===== src/rtl/pipe_hazard_ctrl_pkg.sv =====
// Shared definitions for the pipeline stall/flush sequencer: FSM state
// encoding, the hard-wired zero register index and the bubble NOP word.
package pipe_hazard_ctrl_pkg;

    typedef enum logic {
        RUN     = 1'b0,
        MD_WAIT = 1'b1
    } md_state_e;

    localparam logic [4:0]  REG_ZERO = 5'd0;
    // addi x0, x0, 0 -- the word the datapath bubble muxes insert
    localparam logic [31:0] NOP_INSN = 32'h0000_0013;

endpackage


===== src/rtl/hazard_detect.sv =====
// Combinational load-use comparator between the D-stage sources and the
// destination of a load sitting in X.
module hazard_detect
    import pipe_hazard_ctrl_pkg::*;
(
    input  logic [4:0] d_rs1,
    input  logic [4:0] d_rs2,
    input  logic       d_use1,
    input  logic       d_use2,
    input  logic [4:0] x_rd,
    input  logic       x_is_load,
    output logic       load_use
);

    logic match1_s;
    logic match2_s;

    assign match1_s = d_use1 && (d_rs1 == x_rd);
    assign match2_s = d_use2 && (d_rs2 == x_rd);
    // Writes to the zero register are discarded, so they can never feed D.
    assign load_use = x_is_load && (x_rd != REG_ZERO) && (match1_s || match2_s);

endmodule


===== src/rtl/pipe_hazard_ctrl.sv =====
// Stall/flush sequencer for the F/D, D/X, X/M latches and the PC, with a
// multdiv wait FSM and watchdog. Optional PIPE_CTRL_PERF_EN adds stall and
// flush event counters.
module pipe_hazard_ctrl
    import pipe_hazard_ctrl_pkg::*;
#(
    parameter int MD_MAX_CYCLES = 64,
    parameter int CNT_W         = 7
) (
    input  logic        clk,
    input  logic        clr,
    input  logic [4:0]  d_rs1,
    input  logic [4:0]  d_rs2,
    input  logic        d_use1,
    input  logic        d_use2,
    input  logic [4:0]  x_rd,
    input  logic        x_is_load,
    input  logic        x_br_taken,
    input  logic        x_is_md,
    input  logic        md_ready,
    output logic        pc_we,
    output logic        fd_we,
    output logic        fd_flush,
    output logic        dx_we,
    output logic        dx_bubble,
    output logic        xm_we,
    output logic        xm_bubble,
    output logic        md_start,
    output logic        md_busy,
    output logic        md_err
`ifdef PIPE_CTRL_PERF_EN
    ,
    output logic [31:0] stall_cnt,
    output logic [31:0] flush_cnt
`endif
);

    localparam logic [CNT_W-1:0] CNT_SAT   = {CNT_W{1'b1}};
    localparam logic [CNT_W-1:0] CNT_ONE   = {{(CNT_W-1){1'b0}}, 1'b1};
    localparam logic [CNT_W-1:0] CNT_LIMIT = CNT_W'(MD_MAX_CYCLES);

    md_state_e          state_r;
    md_state_e          state_next_s;
    logic [CNT_W-1:0]   cnt_r;
    logic [CNT_W-1:0]   cnt_next_s;
    logic               wd_hit_s;
    logic               md_err_r;
    logic               load_use_s;

    hazard_detect u_hazard_detect (
        .d_rs1     (d_rs1),
        .d_rs2     (d_rs2),
        .d_use1    (d_use1),
        .d_use2    (d_use2),
        .x_rd      (x_rd),
        .x_is_load (x_is_load),
        .load_use  (load_use_s)
    );

    // Next-state, watchdog next value and zero-latency latch controls.
    always_comb begin
        pc_we        = 1'b1;
        fd_we        = 1'b1;
        fd_flush     = 1'b0;
        dx_we        = 1'b1;
        dx_bubble    = 1'b0;
        xm_we        = 1'b1;
        xm_bubble    = 1'b0;
        md_start     = 1'b0;
        state_next_s = state_r;
        cnt_next_s   = cnt_r;
        wd_hit_s     = 1'b0;
        case (state_r)
            RUN: begin
                if (x_is_md) begin
                    md_start     = 1'b1;
                    pc_we        = 1'b0;
                    fd_we        = 1'b0;
                    dx_we        = 1'b0;
                    xm_bubble    = 1'b1;
                    state_next_s = MD_WAIT;
                    cnt_next_s   = {CNT_W{1'b0}};
                end else if (x_br_taken) begin
                    // The D instruction is squashed, so a load-use stall is moot.
                    fd_flush  = 1'b1;
                    dx_bubble = 1'b1;
                end else if (load_use_s) begin
                    pc_we     = 1'b0;
                    fd_we     = 1'b0;
                    dx_bubble = 1'b1;
                end else begin
                    state_next_s = RUN;
                end
            end
            MD_WAIT: begin
                if (md_ready) begin
                    state_next_s = RUN;
                end else begin
                    pc_we      = 1'b0;
                    fd_we      = 1'b0;
                    dx_we      = 1'b0;
                    xm_bubble  = 1'b1;
                    cnt_next_s = (cnt_r == CNT_SAT) ? cnt_r : (cnt_r + CNT_ONE);
                    wd_hit_s   = (cnt_next_s >= CNT_LIMIT);
                end
            end
            default: begin
                state_next_s = RUN;
            end
        endcase
    end

    // FSM state, watchdog counter and sticky watchdog error.
    always_ff @(posedge clk or negedge clr) begin
        if (!clr) begin
            state_r  <= RUN;
            cnt_r    <= {CNT_W{1'b0}};
            md_err_r <= 1'b0;
        end else begin
            state_r  <= state_next_s;
            cnt_r    <= cnt_next_s;
            md_err_r <= md_err_r | wd_hit_s;
        end
    end

    assign md_busy = (state_r == MD_WAIT);
    assign md_err  = md_err_r;

`ifdef PIPE_CTRL_PERF_EN
    localparam logic [31:0] PERF_SAT = 32'hFFFF_FFFF;
    localparam logic [31:0] PERF_ONE = 32'd1;

    logic [31:0] stall_cnt_r;
    logic [31:0] flush_cnt_r;

    // Saturating stall and flush event counters.
    always_ff @(posedge clk or negedge clr) begin
        if (!clr) begin
            stall_cnt_r <= 32'd0;
            flush_cnt_r <= 32'd0;
        end else begin
            if (!pc_we && (stall_cnt_r != PERF_SAT)) begin
                stall_cnt_r <= stall_cnt_r + PERF_ONE;
            end else begin
                stall_cnt_r <= stall_cnt_r;
            end
            if (fd_flush && (flush_cnt_r != PERF_SAT)) begin
                flush_cnt_r <= flush_cnt_r + PERF_ONE;
            end else begin
                flush_cnt_r <= flush_cnt_r;
            end
        end
    end

    assign stall_cnt = stall_cnt_r;
    assign flush_cnt = flush_cnt_r;
`endif

endmodule


===== config.mk =====
export PLATFORM = sky130hd
export DESIGN_NAME = pipe_hazard_ctrl
export DESIGN_NICKNAME = d
export VERILOG_FILES = /design/src/rtl/pipe_hazard_ctrl_pkg.sv /design/src/rtl/hazard_detect.sv /design/src/rtl/pipe_hazard_ctrl.sv
export SDC_FILE = /design/constraint.sdc
export NUM_CORES = 1
export LEC_CHECK = 0
export ABC_AREA = 1
export CORE_MARGIN = 4
export CORE_UTILIZATION = 40
export CTS_CLUSTER_SIZE = 12
export DETAILED_ROUTE_END_ITERATION = 12
export GPL_TIMING_DRIVEN = 1
export PLACE_DENSITY_LB_ADDON = 0.25
export SYNTH_ARGS = -nofsm -noshare
export SYNTH_HDL_FRONTEND = slang
export SYNTH_SLANG_ARGS = --single-unit
export TNS_END_PERCENT = 30

===== constraint.sdc =====
create_clock -name clk -period 1.5 [get_ports clk]
set_input_delay 0.225 -clock clk [delete_from_list [all_inputs] [get_ports clk]]
set_output_delay 0.225 -clock clk [all_outputs]
set_load 0.05 [all_outputs]

After elaboration in Yosys (flattened, before gate mapping)

Cells that the tools add are included.

Register bits after elaboration: 9
Logic and storage cells: 43

Add/sub/neg operators: 1
Order comparisons: 1
Eq/ne operators: 5
Mux-type cells: 24
Bitwise operators: 2
Reductions and logical operators: 7

Operators by type and width:

| kind                | count |
|---|---|
| $mux 7              | 3 |
| $mux 1              | 17 |
| $pmux 7 s2          | 1 |
| $eq 5x5->1          | 2 |
| $add 7x1->7 const B | 1 |
| $eq 7x7->1 const B  | 1 |
| $ge 7x7->1 const B  | 1 |
| $pmux 1 s2          | 3 |
| $reduce_bool 5->1   | 1 |
| $logic_and 1x1->1   | 4 |
| $ne 2x2->1 const B  | 2 |
| $reduce_and 2->1    | 1 |
| $logic_or 1x1->1    | 1 |
| $not 1->1           | 1 |
| $or 1x1->1          | 1 |

Depth between registers and ports, before layout

Depth in word-level cells: 8
Depth in mapped cells: 10
Mapped depth without buffers: 9

By module

A second synthesis with hierarchy kept.

Cells, all modules: 131
Area total of the unflattened synthesis: 805.8 um^2

By module, submodules not included:

| module           | times used | cells an instance | area an instance (um^2) | seq. area each (um^2) |
|---|---|---|---|---|
| pipe_hazard_ctrl | 1          | 76                | 589.3                   | 225.2 |
| hazard_detect    | 1          | 55                | 216.5                   | 0.0 |

Worst setup path after synthesis

Ideal clock, no wire load.

Kind: reg-to-output
From: register state_r (netlist: md_busy)
To: output port pc_we
Data arrival time: 2.175 ns
Slack: -0.900 ns
Stages on the path, launching flop included: 8
Path buffers: 1
Cells stage by stage: dfrtp_1 > inv_2 > nand2_2 > nand2_4 > inv_1 > nand2_1 > inv_1 > buf_4

Word-level cells in the longest chain between the ends: 2

RTL lines:

| element                | line                    | source |
|---|---|---|
| start, declared        | pipe_hazard_ctrl.sv:42  | `md_state_e state_r;` |
| start signal, assigned | pipe_hazard_ctrl.sv:120 | `state_r <= state_next_s;` |
| $not 1->1              | -                       |  |
| $pmux 1 s2 (*)         | -                       |  |
| end, declared          | pipe_hazard_ctrl.sv:21  | `output logic pc_we,` |

Mark *: on every way between the ends. The rest lies on a longest branch, timed or not.

Worst setup path in the final report

From: register state_r (netlist: md_busy)
To: output port pc_we

Word-level cells in the longest chain between the ends: 2

RTL lines:

| element        | line                   | source |
|---|---|---|
| $not 1->1      | -                      |  |
| $pmux 1 s2 (*) | pipe_hazard_ctrl.sv:73 | `case (state_r)` |

Marked as above.

==> out/metrics.yaml <==
status: "finished with violations"
failed_checks: "negative setup slack"
critPathCaptureType: "primary output"
finalHoldViolations: 0
rsz0062_at_grt: "true"
mappedNetlistArea_um2: 789.5
fin_nets: 192
ys.warnings.count: 0
antenna_found_initial: 0
stdcell_area_um2: 1323
ys_ff_latch: 9
grt_pass1_vias: 815
dp_hpwl_mm: 1.710
cts_max_path_buffers: 2
drt-total-wl_mm: 2.078
start_util_pct: 43.82
slew_violations: 0
ios: 33
min_period_over_period_pct: 107.7
grt_overflow_total: 0
critical_path_class: "reg2out"
grt.total_usage_pct: 16.88
grt_pass1_wl_mm: 3.422
clock_latency_ns: 0.27
vdd_ir_drop_max_mv: 0.5742
synth_area_leaders: "dfrtp_1 (29%), nand2_1 (19%), inv_1 (11%), nor2_1 (6.7%), nand3_1 (5.7%)"
critPathMaxFanout: 4
drt_first_pass_iters: 4
fin_tns_setup_ns: -0.3261
synth_seq_area_share_pct: 28.53
worstPathRequired_ns: 1.27
fmax_mhz: 619.3
syn_nets: 150
ys_types: 21
worstHoldPathType: "in2async"
dpl_worst_slack_ns: -0.3688
critPathArrivalTime_ns: 1.39
die-area_um2: 2748
wl_per_cell_um: 10.82
drc_errors: 0
rows: 15
syn_avg_cell_area_um2: 6.266
fin_hold_ws_ns: 0.2538
clkTransAtPathRegs_ns: 0.07
cts_root_buffer: "clkbuf_4"
synthFlopType: "dfrtp_1"
synth_edf_count: 0
clock-sinks: 9
period_minus_slack_ns: 1.615
io_buffers: 31
p_leak_nw: 0.7163
viasPerCell: 4.495
gp_congestion: 0.8649
setup_viol: 5
skew_ns: 0.006552
synthCells: 126
die_y_um: 52.43
final_antenna_net_count: 0
place_area_um2: 1241
antenna_cells: 0
synth_most_common_cell: "nand2_1"
fp.dieW_um: 52.43
vias: 863
startpoint_type: "register"
area_growth_pct: 67.51
cts_tree: "yes"
htreeDepth: 1
cap_violations: 0
grt_max_degree: 10
drive_gt1_share_pct: 29.94
cts_made_buffers: 3
synth_common_cells: "nand2_1 (40), inv_1 (23), nor2_1 (14)"
core_area_um2: 1802
drt_iter0_markers: 12
yosys.area.top_type: "dfrtp_1"
finalWorstSetupSlack_ns: -0.1148
fin_util_pct: 73.40
powerDensity_nw_per_um2: 788.6
async_flop_share_pct: 100.0
netlist.area_leader.share_pct: 28.53
-- through the flow --
stage,power (mW),cells
final,1.043,192
after global routing,1.100,192
after CTS,1.038,192
after detailed placement,0.8233,185
after global placement,0.8081,185
after floorplan,0.6065,126
-- final timing paths --
kind / from / end / slack [ns] / cells past startpoint
max: md_busy / pc_we / -0.11 / 8
min: clr / cnt_r[4] / 0.25 / 1
max reg2reg: cnt_r[0] / cnt_r[0] / 0.13 / 7
min reg2reg: md_err / md_err / 0.54 / 2
max in group asynchronous: clr / cnt_r[0] / 0.93 / 1
min in group clk: md_err / md_err / 0.54 / 2
-- worst max-delay path, cell delays in order (launching register included) --
cell and delay [ns]:
dfrtp_2 0.42, inv_4 0.07, nor2_8 0.09, inv_4 0.05
nand2_8 0.06, clkinvlp_4 0.08, nand2_2 0.07, clkinvlp_4 0.11
buf_8 0.16
-- per-layer routing --
layer  share of wire, %  global-route usage (%)  routed length, µm
met1                 41                   18.76                846
met2                 52                   32.44               1079
met3                6.2                   3.134                128
met4                1.1                   3.830                 23
met5                  0                       0                  0
-- cell families after synthesis --
| logic type | share of synthesized area [%] |
|---|---|
| simple gates | 44.69 |
| buf+inv | 15.21 |
| compound gates | 7.448 |
| flops | 28.53 |
| xor+xnor | 2.061 |
| fa+ha+maj | 1.585 |
| other cells | 0.4750 |
-- registers in the layout, indices dropped and copies added, names as in the netlist --
| register | flops |
|---|---|
| md_busy | 1 |
| cnt_r | 7 |
| md_err | 1 |
-- power by group --
group	total [mW]	switching (mW)	internal (mW)
combinational	0.525	0.283	0.241
sequential	0.324	0.0434	0.281
clock	0.194	0.0956	0.0987
total	1.04	0.422	0.621
-- what timing repair did --
| item | in CTS | in global routing |
|---|---|---|
| endpoints found under the setup margin | 7 | 9 |
| hold buffers | 0 | 0 |
| gates resized for setup | 32 | 9 |
| pin swaps | 14 | 2 |
| buffers inserted | 3 | 0 |
| hold endpoints to repair | 0 | 0 |
-- placed cells by master, fill, tap and decap left out --
| master | instances |
|---|---|
| buf_6 | 1 |
| clkinvlp_4 | 2 |
| nor2_2 | 3 |
| dlygate4sd2_1 | 13 |
| nand3_2 | 1 |
| dfrtp_2 | 2 |
| clkdlybuf4s15_1 | 4 |
| nor2_4 | 1 |
| nand4_4 | 1 |
| inv_4 | 3 |
| a21oi_2 | 1 |
| o21ai_0 | 3 |
| nor2_8 | 1 |
| clkdlybuf4s50_1 | 4 |
| clkinv_2 | 1 |
| o21ai_1 | 6 |
| buf_12 | 7 |
| nand3_1 | 8 |
| buf_4 | 7 |
| buf_8 | 2 |
| conb_1 | 1 |
| nand2_4 | 2 |
| nor3_1 | 1 |
| o21ai_2 | 1 |
| clkdlybuf4s15_2 | 1 |
| nand4_1 | 1 |
| inv_1 | 18 |
| clkbuf_4 | 3 |
| ha_1 | 1 |
| nand2_8 | 1 |
| inv_2 | 5 |
| nor2_1 | 12 |
| nand2_2 | 3 |
| nand2_1 | 38 |
| xor2_2 | 1 |
| dfrtp_1 | 7 |
-- layout make-up --
class | instances | area, µm²
clock buffers | 3 | 22.52
clock inverters | 1 | 5.005
fillers | 144 | 479.2
inverters | 28 | 120.1
multi-input cells | 87 | 476.7
flip-flops and latches | 9 | 227.7
well taps | 25 | 31.28
repair buffers | 39 | 439.2
(Power assumes the default switching activity.)
